==> config.mk <==
export PLATFORM = sky130hd
export DESIGN_NAME = axi_lite_to_bp_lite_client_flat
export DESIGN_NICKNAME = d
export VERILOG_FILES = /design/src/rtl/axi_lite_to_bp_lite_client_if.sv /design/src/rtl/axi_lite_to_bp_lite_client.sv /design/src/flat_wrapper.sv
export SDC_FILE = /design/constraint.sdc
export NUM_CORES = 1
export LEC_CHECK = 0
export CORE_AREA = 2 2 555 557
export DETAILED_ROUTE_END_ITERATION = 8
export DIE_AREA = 0 0 557 559
export SYNTH_ARGS = -nofsm -noshare
export SYNTH_HDL_FRONTEND = slang
export SYNTH_SLANG_ARGS = --single-unit
==> constraint.sdc <==
create_clock -name aclk_i -period 7.7 [get_ports aclk_i]
set_clock_uncertainty 0.05 [all_clocks]
set_input_delay 2.31 -clock aclk_i [delete_from_list [all_inputs] [get_ports aclk_i]]
set_output_delay 2.31 -clock aclk_i [all_outputs]
set_load 0.05 [all_outputs]
==> src/rtl/axi_lite_to_bp_lite_client_if.sv <==
// AXI4-Lite bus bundle between an AXI-Lite master and the BedRock I/O client.
//
// Ports (all carried as interface signals):
//   AW channel : awaddr, awprot, awvalid, awready
//   W  channel : wdata, wstrb, wvalid, wready
//   B  channel : bresp, bvalid, bready
//   AR channel : araddr, arprot, arvalid, arready
//   R  channel : rdata, rresp, rvalid, rready
// Modports:
//   master : the side that issues transactions (e.g. a PCIe/UART bridge)
//   slave  : the side that answers them (axi_lite_to_bp_lite_client)
interface axi_lite_to_bp_lite_client_if #(
    parameter int addr_width_p = 64,
    parameter int data_width_p = 64
);
    logic [addr_width_p-1:0]   awaddr;
    logic [2:0]                awprot;
    logic                      awvalid;
    logic                      awready;

    logic [data_width_p-1:0]   wdata;
    logic [data_width_p/8-1:0] wstrb;
    logic                      wvalid;
    logic                      wready;

    logic [1:0]                bresp;
    logic                      bvalid;
    logic                      bready;

    logic [addr_width_p-1:0]   araddr;
    logic [2:0]                arprot;
    logic                      arvalid;
    logic                      arready;

    logic [data_width_p-1:0]   rdata;
    logic [1:0]                rresp;
    logic                      rvalid;
    logic                      rready;

    modport master (
        output awaddr, awprot, awvalid, input awready,
        output wdata, wstrb, wvalid, input wready,
        input bresp, bvalid, output bready,
        output araddr, arprot, arvalid, input arready,
        input rdata, rresp, rvalid, output rready
    );

    modport slave (
        input awaddr, awprot, awvalid, output awready,
        input wdata, wstrb, wvalid, output wready,
        output bresp, bvalid, input bready,
        input araddr, arprot, arvalid, output arready,
        output rdata, rresp, rvalid, input rready
    );
endinterface

==> src/rtl/axi_lite_to_bp_lite_client.sv <==
// AXI4-Lite subordinate that turns AXI-Lite reads/writes into BedRock uncached
// I/O commands and converts the matching I/O responses back into R/B beats.
// Only one transaction is in flight at a time.
//
// The BedRock configuration values (paddr_width_p, cce_block_width_p,
// lce_id_width_p, lce_assoc_p) are given directly as parameters; their defaults
// match the default BlackParrot configuration.
//
// Ports:
//   aclk_i, aresetn_i      : clock, asynchronous active-low reset
//   s_axi_lite (slave)     : AXI4-Lite AW/W/B/AR/R channels
//   io_cmd_o/_v_o/_ready_i : BedRock command out (ready/valid, held while valid)
//   io_resp_i/_v_i/_yumi_o : BedRock response in (valid/yumi)
module axi_lite_to_bp_lite_client #(
    parameter int paddr_width_p     = 40,
    parameter int cce_block_width_p = 512,
    parameter int lce_id_width_p    = 4,
    parameter int lce_assoc_p       = 8,
    parameter int axi_data_width_p  = 64,
    parameter int axi_addr_width_p  = 64,
    localparam int payload_width_lp = lce_id_width_p + $clog2(lce_assoc_p),
    localparam int header_width_lp  = 4 + 4 + paddr_width_p + 3 + payload_width_lp,
    localparam int bp_in_mem_msg_width_lp = header_width_lp + cce_block_width_p
) (
    input  logic                              aclk_i,
    input  logic                              aresetn_i,
    axi_lite_to_bp_lite_client_if.slave       s_axi_lite,
    output logic [bp_in_mem_msg_width_lp-1:0] io_cmd_o,
    output logic                              io_cmd_v_o,
    input  logic                              io_cmd_ready_i,
    input  logic [bp_in_mem_msg_width_lp-1:0] io_resp_i,
    input  logic                              io_resp_v_i,
    output logic                              io_resp_yumi_o
);
    localparam int strb_width_lp = axi_data_width_p / 8;

    if (axi_data_width_p != 32 && axi_data_width_p != 64) begin : g_bad_width
        $error("axi_data_width_p must be 32 or 64");
    end

    typedef enum logic [3:0] {
        e_bedrock_mem_rd    = 4'd0,
        e_bedrock_mem_wr    = 4'd1,
        e_bedrock_mem_uc_rd = 4'd2,
        e_bedrock_mem_uc_wr = 4'd3
    } mem_type_e;

    typedef enum logic [2:0] {
        e_bedrock_msg_size_1 = 3'd0,
        e_bedrock_msg_size_2 = 3'd1,
        e_bedrock_msg_size_4 = 3'd2,
        e_bedrock_msg_size_8 = 3'd3
    } msg_size_e;

    typedef struct packed {
        logic [payload_width_lp-1:0] payload;
        logic [2:0]                  size;
        logic [paddr_width_p-1:0]    addr;
        logic [3:0]                  subop;
        logic [3:0]                  msg_type;
    } mem_header_s;

    typedef struct packed {
        logic [cce_block_width_p-1:0] data;
        mem_header_s                  header;
    } mem_msg_s;

    typedef enum logic [2:0] {
        e_wait, e_wr_cmd, e_rd_cmd, e_wr_resp, e_rd_resp, e_b, e_r
    } state_e;

    state_e                     state_r, state_n;
    logic                       aw_v_r, w_v_r;
    logic [paddr_width_p-1:0]   awaddr_r, araddr_r;
    logic [axi_data_width_p-1:0] wdata_r, rdata_r;
    logic [strb_width_lp-1:0]   wstrb_r;
    logic [1:0]                 bresp_r;
    logic                       in_wait, aw_hs, w_hs, ar_hs;
    mem_msg_s                   cmd, resp;
    logic                       unused_bits;

    // Readies are only offered while idle and never while reset is held.
    // Reads yield to any write that is already captured or being presented.
    assign in_wait              = (state_r == e_wait) & aresetn_i;
    assign s_axi_lite.awready   = in_wait & ~aw_v_r;
    assign s_axi_lite.wready    = in_wait & ~w_v_r;
    assign s_axi_lite.arready   = in_wait & ~aw_v_r & ~w_v_r
                                & ~s_axi_lite.awvalid & ~s_axi_lite.wvalid;
    assign aw_hs = s_axi_lite.awvalid & s_axi_lite.awready;
    assign w_hs  = s_axi_lite.wvalid  & s_axi_lite.wready;
    assign ar_hs = s_axi_lite.arvalid & s_axi_lite.arready;

    assign s_axi_lite.bresp = bresp_r;
    assign s_axi_lite.rdata = rdata_r;
    assign s_axi_lite.rresp = 2'b00;
    assign io_cmd_o         = cmd;
    assign resp             = io_resp_i;

    assign unused_bits = ^{s_axi_lite.awprot, s_axi_lite.arprot,
                           s_axi_lite.awaddr, s_axi_lite.araddr, resp};

    // Write strobe decode: the strobe must be a single contiguous run whose
    // length is a legal BedRock size. Adding the lowest set bit to the strobe
    // clears the whole run only if the run is contiguous.
    logic [3:0]               strb_cnt;
    logic [strb_width_lp:0]   strb_ext, strb_sum;
    logic                     strb_ok;
    logic [2:0]               wr_size;
    always_comb begin
        strb_cnt = '0;
        for (int i = 0; i < strb_width_lp; i++) begin
            strb_cnt = strb_cnt + {3'b000, wstrb_r[i]};
        end
        strb_ext = {1'b0, wstrb_r};
        strb_sum = strb_ext + (strb_ext & (~strb_ext + 1'b1));
        strb_ok  = ((strb_sum & strb_ext) == '0);
        wr_size  = e_bedrock_msg_size_1;
        case (strb_cnt)
            4'd1:    wr_size = e_bedrock_msg_size_1;
            4'd2:    wr_size = e_bedrock_msg_size_2;
            4'd4:    wr_size = e_bedrock_msg_size_4;
            4'd8:    wr_size = e_bedrock_msg_size_8;
            default: strb_ok = 1'b0;
        endcase
    end

    // Next-state and output decode. The command is built only from captured
    // registers so it stays stable for as long as it is being offered.
    always_comb begin
        state_n           = state_r;
        cmd               = '0;
        io_cmd_v_o        = 1'b0;
        io_resp_yumi_o    = 1'b0;
        s_axi_lite.bvalid = 1'b0;
        s_axi_lite.rvalid = 1'b0;
        case (state_r)
            e_wait: begin
                if ((aw_v_r | aw_hs) & (w_v_r | w_hs)) begin
                    state_n = e_wr_cmd;
                end else if (ar_hs) begin
                    state_n = e_rd_cmd;
                end
            end
            e_wr_cmd: begin
                if (!strb_ok) begin
                    state_n = e_b;
                end else begin
                    io_cmd_v_o          = 1'b1;
                    cmd.header.msg_type = e_bedrock_mem_uc_wr;
                    cmd.header.addr     = awaddr_r;
                    cmd.header.size     = wr_size;
                    cmd.data[axi_data_width_p-1:0] = wdata_r;
                    if (io_cmd_ready_i) state_n = e_wr_resp;
                end
            end
            e_rd_cmd: begin
                io_cmd_v_o          = 1'b1;
                cmd.header.msg_type = e_bedrock_mem_uc_rd;
                cmd.header.addr     = araddr_r;
                cmd.header.size     = (axi_data_width_p == 64) ? e_bedrock_msg_size_8
                                                               : e_bedrock_msg_size_4;
                if (io_cmd_ready_i) state_n = e_rd_resp;
            end
            e_wr_resp: begin
                io_resp_yumi_o = io_resp_v_i;
                if (io_resp_v_i) state_n = e_b;
            end
            e_rd_resp: begin
                io_resp_yumi_o = io_resp_v_i;
                if (io_resp_v_i) state_n = e_r;
            end
            e_b: begin
                s_axi_lite.bvalid = 1'b1;
                if (s_axi_lite.bready) state_n = e_wait;
            end
            e_r: begin
                s_axi_lite.rvalid = 1'b1;
                if (s_axi_lite.rready) state_n = e_wait;
            end
            default: state_n = e_wait;
        endcase
    end

    // State and payload registers. Reset drops whatever was in flight, so a
    // response arriving after reset finds the FSM idle and is left alone.
    always_ff @(posedge aclk_i or negedge aresetn_i) begin
        if (!aresetn_i) begin
            state_r  <= e_wait;
            aw_v_r   <= 1'b0;
            w_v_r    <= 1'b0;
            awaddr_r <= '0;
            araddr_r <= '0;
            wdata_r  <= '0;
            wstrb_r  <= '0;
            bresp_r  <= 2'b00;
            rdata_r  <= '0;
        end else begin
            state_r <= state_n;
            if (aw_hs) begin
                aw_v_r   <= 1'b1;
                awaddr_r <= s_axi_lite.awaddr[paddr_width_p-1:0];
            end
            if (w_hs) begin
                w_v_r   <= 1'b1;
                wdata_r <= s_axi_lite.wdata;
                wstrb_r <= s_axi_lite.wstrb;
            end
            if (ar_hs) begin
                araddr_r <= s_axi_lite.araddr[paddr_width_p-1:0];
            end
            if (state_r == e_wr_cmd && !strb_ok) begin
                bresp_r <= 2'b10;
            end
            if (state_r == e_wr_resp && io_resp_v_i) begin
                bresp_r <= 2'b00;
            end
            if (state_r == e_rd_resp && io_resp_v_i) begin
                rdata_r <= resp.data[axi_data_width_p-1:0];
            end
            if (state_r == e_b && s_axi_lite.bready) begin
                aw_v_r <= 1'b0;
                w_v_r  <= 1'b0;
            end
        end
    end
endmodule

==> src/flat_wrapper.sv <==
// flat-port wrapper written by rule: the top's interface ports become plain ports
module axi_lite_to_bp_lite_client_flat 
#(
    parameter int paddr_width_p     = 40,
    parameter int cce_block_width_p = 512,
    parameter int lce_id_width_p    = 4,
    parameter int lce_assoc_p       = 8,
    parameter int axi_data_width_p  = 64,
    parameter int axi_addr_width_p  = 64,
    localparam int payload_width_lp = lce_id_width_p + $clog2(lce_assoc_p),
    localparam int header_width_lp  = 4 + 4 + paddr_width_p + 3 + payload_width_lp,
    localparam int bp_in_mem_msg_width_lp = header_width_lp + cce_block_width_p
)
  (aclk_i, aresetn_i, io_cmd_o, io_cmd_v_o, io_cmd_ready_i, io_resp_i, io_resp_v_i, io_resp_yumi_o, s_axi_lite_awaddr, s_axi_lite_awprot, s_axi_lite_awvalid, s_axi_lite_awready, s_axi_lite_wdata, s_axi_lite_wstrb, s_axi_lite_wvalid, s_axi_lite_wready, s_axi_lite_bresp, s_axi_lite_bvalid, s_axi_lite_bready, s_axi_lite_araddr, s_axi_lite_arprot, s_axi_lite_arvalid, s_axi_lite_arready, s_axi_lite_rdata, s_axi_lite_rresp, s_axi_lite_rvalid, s_axi_lite_rready);
  axi_lite_to_bp_lite_client_if #(.addr_width_p((64)), .data_width_p((64))) s_axi_lite_i ();
  input  logic aclk_i;
  input  logic aresetn_i;
  output logic [bp_in_mem_msg_width_lp-1:0] io_cmd_o;
  output logic io_cmd_v_o;
  input  logic io_cmd_ready_i;
  input  logic [bp_in_mem_msg_width_lp-1:0] io_resp_i;
  input  logic io_resp_v_i;
  output logic io_resp_yumi_o;
  input wire logic [$bits(s_axi_lite_i.awaddr)-1:0] s_axi_lite_awaddr;
  input wire logic [$bits(s_axi_lite_i.awprot)-1:0] s_axi_lite_awprot;
  input wire logic [$bits(s_axi_lite_i.awvalid)-1:0] s_axi_lite_awvalid;
  output wire logic [$bits(s_axi_lite_i.awready)-1:0] s_axi_lite_awready;
  input wire logic [$bits(s_axi_lite_i.wdata)-1:0] s_axi_lite_wdata;
  input wire logic [$bits(s_axi_lite_i.wstrb)-1:0] s_axi_lite_wstrb;
  input wire logic [$bits(s_axi_lite_i.wvalid)-1:0] s_axi_lite_wvalid;
  output wire logic [$bits(s_axi_lite_i.wready)-1:0] s_axi_lite_wready;
  output wire logic [$bits(s_axi_lite_i.bresp)-1:0] s_axi_lite_bresp;
  output wire logic [$bits(s_axi_lite_i.bvalid)-1:0] s_axi_lite_bvalid;
  input wire logic [$bits(s_axi_lite_i.bready)-1:0] s_axi_lite_bready;
  input wire logic [$bits(s_axi_lite_i.araddr)-1:0] s_axi_lite_araddr;
  input wire logic [$bits(s_axi_lite_i.arprot)-1:0] s_axi_lite_arprot;
  input wire logic [$bits(s_axi_lite_i.arvalid)-1:0] s_axi_lite_arvalid;
  output wire logic [$bits(s_axi_lite_i.arready)-1:0] s_axi_lite_arready;
  output wire logic [$bits(s_axi_lite_i.rdata)-1:0] s_axi_lite_rdata;
  output wire logic [$bits(s_axi_lite_i.rresp)-1:0] s_axi_lite_rresp;
  output wire logic [$bits(s_axi_lite_i.rvalid)-1:0] s_axi_lite_rvalid;
  input wire logic [$bits(s_axi_lite_i.rready)-1:0] s_axi_lite_rready;
  assign s_axi_lite_i.awaddr = s_axi_lite_awaddr;
  assign s_axi_lite_i.awprot = s_axi_lite_awprot;
  assign s_axi_lite_i.awvalid = s_axi_lite_awvalid;
  assign s_axi_lite_awready = s_axi_lite_i.awready;
  assign s_axi_lite_i.wdata = s_axi_lite_wdata;
  assign s_axi_lite_i.wstrb = s_axi_lite_wstrb;
  assign s_axi_lite_i.wvalid = s_axi_lite_wvalid;
  assign s_axi_lite_wready = s_axi_lite_i.wready;
  assign s_axi_lite_bresp = s_axi_lite_i.bresp;
  assign s_axi_lite_bvalid = s_axi_lite_i.bvalid;
  assign s_axi_lite_i.bready = s_axi_lite_bready;
  assign s_axi_lite_i.araddr = s_axi_lite_araddr;
  assign s_axi_lite_i.arprot = s_axi_lite_arprot;
  assign s_axi_lite_i.arvalid = s_axi_lite_arvalid;
  assign s_axi_lite_arready = s_axi_lite_i.arready;
  assign s_axi_lite_rdata = s_axi_lite_i.rdata;
  assign s_axi_lite_rresp = s_axi_lite_i.rresp;
  assign s_axi_lite_rvalid = s_axi_lite_i.rvalid;
  assign s_axi_lite_i.rready = s_axi_lite_rready;
  axi_lite_to_bp_lite_client #(.paddr_width_p(paddr_width_p), .cce_block_width_p(cce_block_width_p), .lce_id_width_p(lce_id_width_p), .lce_assoc_p(lce_assoc_p), .axi_data_width_p(axi_data_width_p), .axi_addr_width_p(axi_addr_width_p)) u_core (.aclk_i(aclk_i), .aresetn_i(aresetn_i), .s_axi_lite(s_axi_lite_i), .io_cmd_o(io_cmd_o), .io_cmd_v_o(io_cmd_v_o), .io_cmd_ready_i(io_cmd_ready_i), .io_resp_i(io_resp_i), .io_resp_v_i(io_resp_v_i), .io_resp_yumi_o(io_resp_yumi_o));
endmodule
Yosys cells after proc, flatten, opt, wreduce, memory -nomap -nowiden
Cells that the tools add are included.

Bits of input ports: 785. Word-level logic and storage cells: 96. Register bits after elaboration: 223.

Bitwise operators: 19. Muxes and demuxes: 29. Add/sub/neg operators: 9. Reductions and logical operators: 13. Eq/ne operators: 17.

Operators by type and width (number): 64-bit two-way mux (2); 43-bit case mux with 2 select lines (1); 42-bit two-way mux (1); 3-bit two-way mux (9); 4-bit by 1-bit adder with 4-bit output (6); 3-bit case mux with 7 select lines (1); 1-bit bitwise AND (10); 2-bit != test, second input constant (5); 8-bit by 9-bit adder with 9-bit output (1); 9-bit by 1-bit adder with 9-bit output, second input constant (1); 8-bit by 9-bit bitwise AND with 9-bit output (1); 9-bit by 8-bit bitwise AND with 9-bit output (1); 3-bit equality test, second input constant (3); 9-bit zero test (1); 1-bit two-way mux (9); 8-bit NOT with 9-bit output (1); 4-bit case mux with 2 select lines (1); 7-bit AND reduction (1); 3-bit by 2-bit equality test with 1-bit output, second input constant (2); 2-bit two-way mux (3); 2-bit case mux with 3 select lines (1); 2-bit nonzero test (3); 4-bit by 1-bit equality test with 1-bit output, second input constant (1); 4-bit by 2-bit equality test with 1-bit output, second input constant (1); other kinds (14) (21).

Logic depth before layout (Yosys ltp)
Depth after elaboration: 14. Mapped depth: 15.

Worst setup path before layout
No wires, ideal clock.

Path type: flip-flop to output port. Start point: register u_core.wstrb_r[0]. End point: output io_cmd_o[113]. Arrival: 4.370 ns. Stages on the path, launching flop included: 15. Required time: 5.340 ns. Setup slack: 0.970 ns. Cells stage by stage: dfrtp_1 inv_1 ha_1 inv_1 fa_1 fa_1 fa_1 inv_1 fa_1 nand2b_1 a21oi_1 o221ai_2 nor3_4 buf_2 and2_1.

Cells in the longest elaborated chain, start to end: 12.

Ends and longest elaborated chain: start, declared (RTL line axi_lite_to_bp_lite_client.sv:76) `logic [strb_width_lp-1:0] wstrb_r;`; start signal, assigned (RTL line axi_lite_to_bp_lite_client.sv:206) `wstrb_r <= s_axi_lite.wstrb;`; 1-bit by 1-bit adder with 2-bit output (RTL line axi_lite_to_bp_lite_client.sv:112) `strb_cnt = strb_cnt + {3'b000, wstrb_r[i]};`; 4-bit by 1-bit adder with 4-bit output (6 in series) (RTL line axi_lite_to_bp_lite_client.sv:112); 4-bit by 1-bit equality test with 1-bit output (tied with other cells) (RTL line axi_lite_to_bp_lite_client.sv:118) `case (strb_cnt)`; 4-bit OR reduction (no line); 1-bit two-way mux * (RTL line axi_lite_to_bp_lite_client.sv:118); 64-bit two-way mux * (RTL line axi_lite_to_bp_lite_client.sv:145) `if (!strb_ok) begin`; 64-bit two-way mux * (RTL line axi_lite_to_bp_lite_client.sv:136) `case (state_r)`; end, declared (RTL line flat_wrapper.sv:18) `output logic [bp_in_mem_msg_width_lp-1:0] io_cmd_o;`.

Mark *: on every way between the ends. The rest lies on a longest branch, timed or not.

Final worst setup path
Start point: register u_core.wstrb_r[1]. End point: output io_cmd_o[10].

Cells in the longest elaborated chain, start to end: 12.

Ends and longest elaborated chain (RTL line): 1-bit by 1-bit adder with 2-bit output (axi_lite_to_bp_lite_client.sv:112); 4-bit by 1-bit adder with 4-bit output (6 in series) (axi_lite_to_bp_lite_client.sv:112); 4-bit by 1-bit equality test with 1-bit output (tied with other cells) (axi_lite_to_bp_lite_client.sv:118); 4-bit OR reduction (no line); 1-bit two-way mux * (axi_lite_to_bp_lite_client.sv:118); 42-bit two-way mux * (axi_lite_to_bp_lite_client.sv:145); 43-bit case mux with 2 select lines * (axi_lite_to_bp_lite_client.sv:136).

Marks and branches as above.

==> key figures <==
Power and ir drop
  • Sw Ratio: 45.4%
  • Psw: 3260 µW
  • Seq pwr share: 28.9%
  • Leak Pwr: 0.00852 µW
  • Pwr dens: 315 nW/µm²
  • VDD IR max: 244 µV
  • Int Power: 3930 µW
  • Overall Power: 7190 µW
  • Logic pwr share: 51.5%
  • Clock network fraction of total power: 19.6%

Die
  • Die area: 311000 µm²
  • Die Span X: 557 µm
  • Core area: 305000 µm²
  • Die Y: 559 µm
  • Row count: 203
  • Initial Util: 4.36%
  • Ports: 1430

Finish
  • Finished Layout Cells: 5729
  • Post-route cell area: 22800 µm²
  • Layout fillers: 35500
  • Layout cell share with drive strength beyond 1: 26.5%
  • Area grow syn2layout: 71.5%
  • Nets@finish: 2387

Hold path
  • Worst Hold Class: flip-flop to flip-flop
  • Min-Delay Path Depth: 1

Synthesis
  • Area share of the largest cell type after synthesis: 41.8%
  • Yosys top cell by area: dfrtp_1
  • Sequential share of the synthesized area: 41.8%
  • Syn Area/Cell: 11.3 µm²
  • Post-synth cell types: 50
  • Post-synth EDFFs: 0
  • Count leader, synth: buf_4
  • Post-synthesis async set-or-reset flop share: 100%
  • Mapped Cells: 1178
  • Top cells by area, synth: dfrtp_1 (42%), buf_4 (26%), mux2_2 (17%)
  • Mapped Area: 13300 µm²
  • Post-synthesis register bit count: 222
  • Top_reg_cell synth: dfrtp_1
  • Synth top cells by count: buf_4 (466), dfrtp_1 (222), mux2_2 (206), and2_1 (68), a22o_1 (41)
  • Synth warn: 0

Setup path
  • Worst r2r path cells: 13
  • Data arrival time of the worst path: 5.23 ns
  • WS Path Type: flip-flop to output port
  • Worst setup path startpoint: u_core.wstrb_r[1]
  • CP required: 5.34 ns
  • CP Max Fanout: 5
  • Reg2reg setup slack: 3.59 ns
  • Slowest cell on crit path: fa_1
  • RR Startpoint: u_core.wstrb_r[1]
  • CP peak stage delay: 0.48 ns
  • CP startpoint kind: flip-flop
  • R2R Path End: u_core.state_r[1]
  • Crit path cell chain: inv_1 > ha_1 > inv_1 > fa_1 > fa_1 > fa_1 > inv_1 > fa_2 > nand2b_1 > a21oi_2 > o221ai_4 > nor3_4 > buf_6 > buf_16 > buf_12 > buf_4 > a22o_1 > buf_12
  • CP Capture Type: output port
  • Critical path endpoint: io_cmd_o[10]

Detailed routing
  • Wire per inst: 13.5 µm
  • Final wirelength: 77.5 mm
  • Antenna Nets Post-Route: 0
  • Via count: 8839
  • Starting DRC count in detailed routing: 236
  • Initial DRT Pass Iterations: 6
  • DRC viols: 0
  • Post-DR vias/cell: 1.54

Placed design
  • Post-Place Setup Slack: 0.446 ns
  • Number of buffers inserted by port buffering: 404
  • Placed Area: 21500 µm²
  • GPL Wtd Cong: 0.745
  • Final HPWL DP: 65.8 mm
  • Cells after DPL: 5647

Run
  • Max_cap viols: 0

Global route
  • Vias in the first global route: 8383
  • Gr ovfl total: 0
  • GRT Total Usage: 4.65%
  • First-pass GRT wire length: 92.0 mm
  • Initial antenna violation count: 75
  • Largest net degree at the start of global routing: 94

Clock tree
  • CTS Buffer Depth: 3
  • Clock Sinks: 222
  • Cts hold-fix bufs: 0
  • H-Tree Depth: 1
  • CTS tree: yes
  • Root Buffer: clkbuf_16
  • Total CTS buffers: 29
  • Clk_lat worst skew: 0.63 ns
  • Clk slew on worst S/H paths: 0.06 ns

STA
  • Worst Tran Pin Value: 0.987 ns
  • Minimum clock period: 7.59 ns
  • Final hold viol count: 0
  • Fmax: 0.132 GHz
  • PnR worst setup slack: 0.106 ns
  • Final setup fails: 0
  • Max-slew headroom: 34.2%
  • Setup TNS: 0 ns
  • RSZ-0062 raised after global routing: yes
  • Tcrit/Tclk final: 98.6%
  • Pins Over Slew Limit: 0

Outcome
  • Status: completed
[metal layers]
layer	routed length (µm)	global-route usage, %	vias up
li1	-	-	3854
met1	28900	4.96	4163
met2	34700	7.45	612
met3	11600	3.17	146
met4	1780	1.13	64
met5	416	0	-
[state kept, by name (all words and copies together) (netlist names)]
signal	cells
u_core.aw_v_r	1
u_core.s_axi_lite.bresp	1
u_core.wdata_r	64
u_core.wstrb_r	8
u_core.awaddr_r	40
u_core.s_axi_lite.rdata	64
u_core.state_r	3
u_core.araddr_r	40
u_core.w_v_r	1
[metrics by stage]
stage | hold slack [ns] | util [%]
6_report | 0.446 | 7.48
3_5_place_dp | 0.436 | 7.05
5_1_grt | 0.457 | 7.47
3_3_place_gp | 0.425 | 7.05
4_1_cts | 0.449 | 7.38
2_1_floorplan | 0.415 | -
[how the worst min path moves through the flow]
stage	from	end	slack (ns)
floorplan	u_core.araddr_r[1]	u_core.araddr_r[1]	0.41
global placement	u_core.araddr_r[2]	u_core.araddr_r[2]	0.42
detailed placement	u_core.araddr_r[2]	u_core.araddr_r[2]	0.44
CTS	u_core.araddr_r[1]	u_core.araddr_r[1]	0.45
global route	u_core.araddr_r[1]	u_core.araddr_r[1]	0.46
finish	u_core.araddr_r[2]	u_core.araddr_r[2]	0.45
[final cells by class]
| type | instances | area [µm²] | share of cell area [%] |
|---|---|---|---|
| Clock inverter | 16 | 176 | 0.773 |
| Tap cell | 4100 | 5130 | 22.5 |
| Sequential cell | 222 | 5560 | 24.4 |
| Inverter | 16 | 60.1 | 0.263 |
| Timing Repair Buffer | 428 | 5260 | 23.1 |
| Antenna cell | 16 | 40.0 | 0.175 |
| Multi-Input combinational cell | 894 | 5810 | 25.4 |
| Clock buffer | 37 | 786 | 3.44 |
[power groups by stage]
stage / Combinational (µW) / Sequential, µW / Clock (µW)
after floorplan: 2080 / 2590 / 0
after detailed placement: 3660 / 2110 / 0
after global routing: 3950 / 2160 / 1510
final: 3700 / 2080 / 1410
after global placement: 3630 / 2090 / 0
after CTS: 3690 / 2100 / 1480
[logic make-up (layout without fill, tap and decap cells)]
group	after synthesis	count (layout)	share of synthesized area, %
buffers and inverters	526	497	28.4
DFF	222	222	41.8
muxes	211	211	17.8
and+or+nand+nor	119	119	5.43
AOI/OAI and AO/OA	86	86	5.17
adders and majority gates	11	11	1.26
xor gates and xnor gates	2	2	0.132
other	1	481	0.0282
[layout by cell type, fill, tap and decap left out, drive strengths merged, types with 3 or more instances in the layout]
cell / synthesis / final
a21oi: 5 / 5
a22o: 41 / 41
a2bb2oi: 3 / 3
a32oi: 3 / 3
and2: 68 / 68
buf: 494 / 134
clkbuf: 16 / 39
clkdlybuf4s50: 0 / 291
clkinv: 0 / 6
conb: 1 / 465
dfrtp: 222 / 222
diode: 0 / 16
fa: 4 / 4
ha: 7 / 7
inv: 16 / 22
mux2: 208 / 208
mux2i: 3 / 3
nand2: 15 / 15
nand2b: 9 / 9
nor2: 9 / 9
nor2b: 4 / 4
nor3: 5 / 5
o21ai: 13 / 13
o22ai: 3 / 3
[repair_timing]
action / in CTS / in global routing
pin swaps: 1 / 1
endpoints found under the setup margin: 71 / 52
gates resized for setup: 5 / 31
buffers inserted: 1 / 10
gates cloned: 1 / 2
[worst max-delay path: cells and delay by family (launching register included)]
| kind | cells | cell delay [ns] |
|---|---|---|
| AOI/OAI and AO/OA | 3 | 0.53 |
| and+or+nand+nor | 2 | 0.51 |
| adders and majority gates | 5 | 2.02 |
| DFF | 1 | 0.43 |
| buffers and inverters | 8 | 1.04 |
Power figures use the tool's default switching activity.
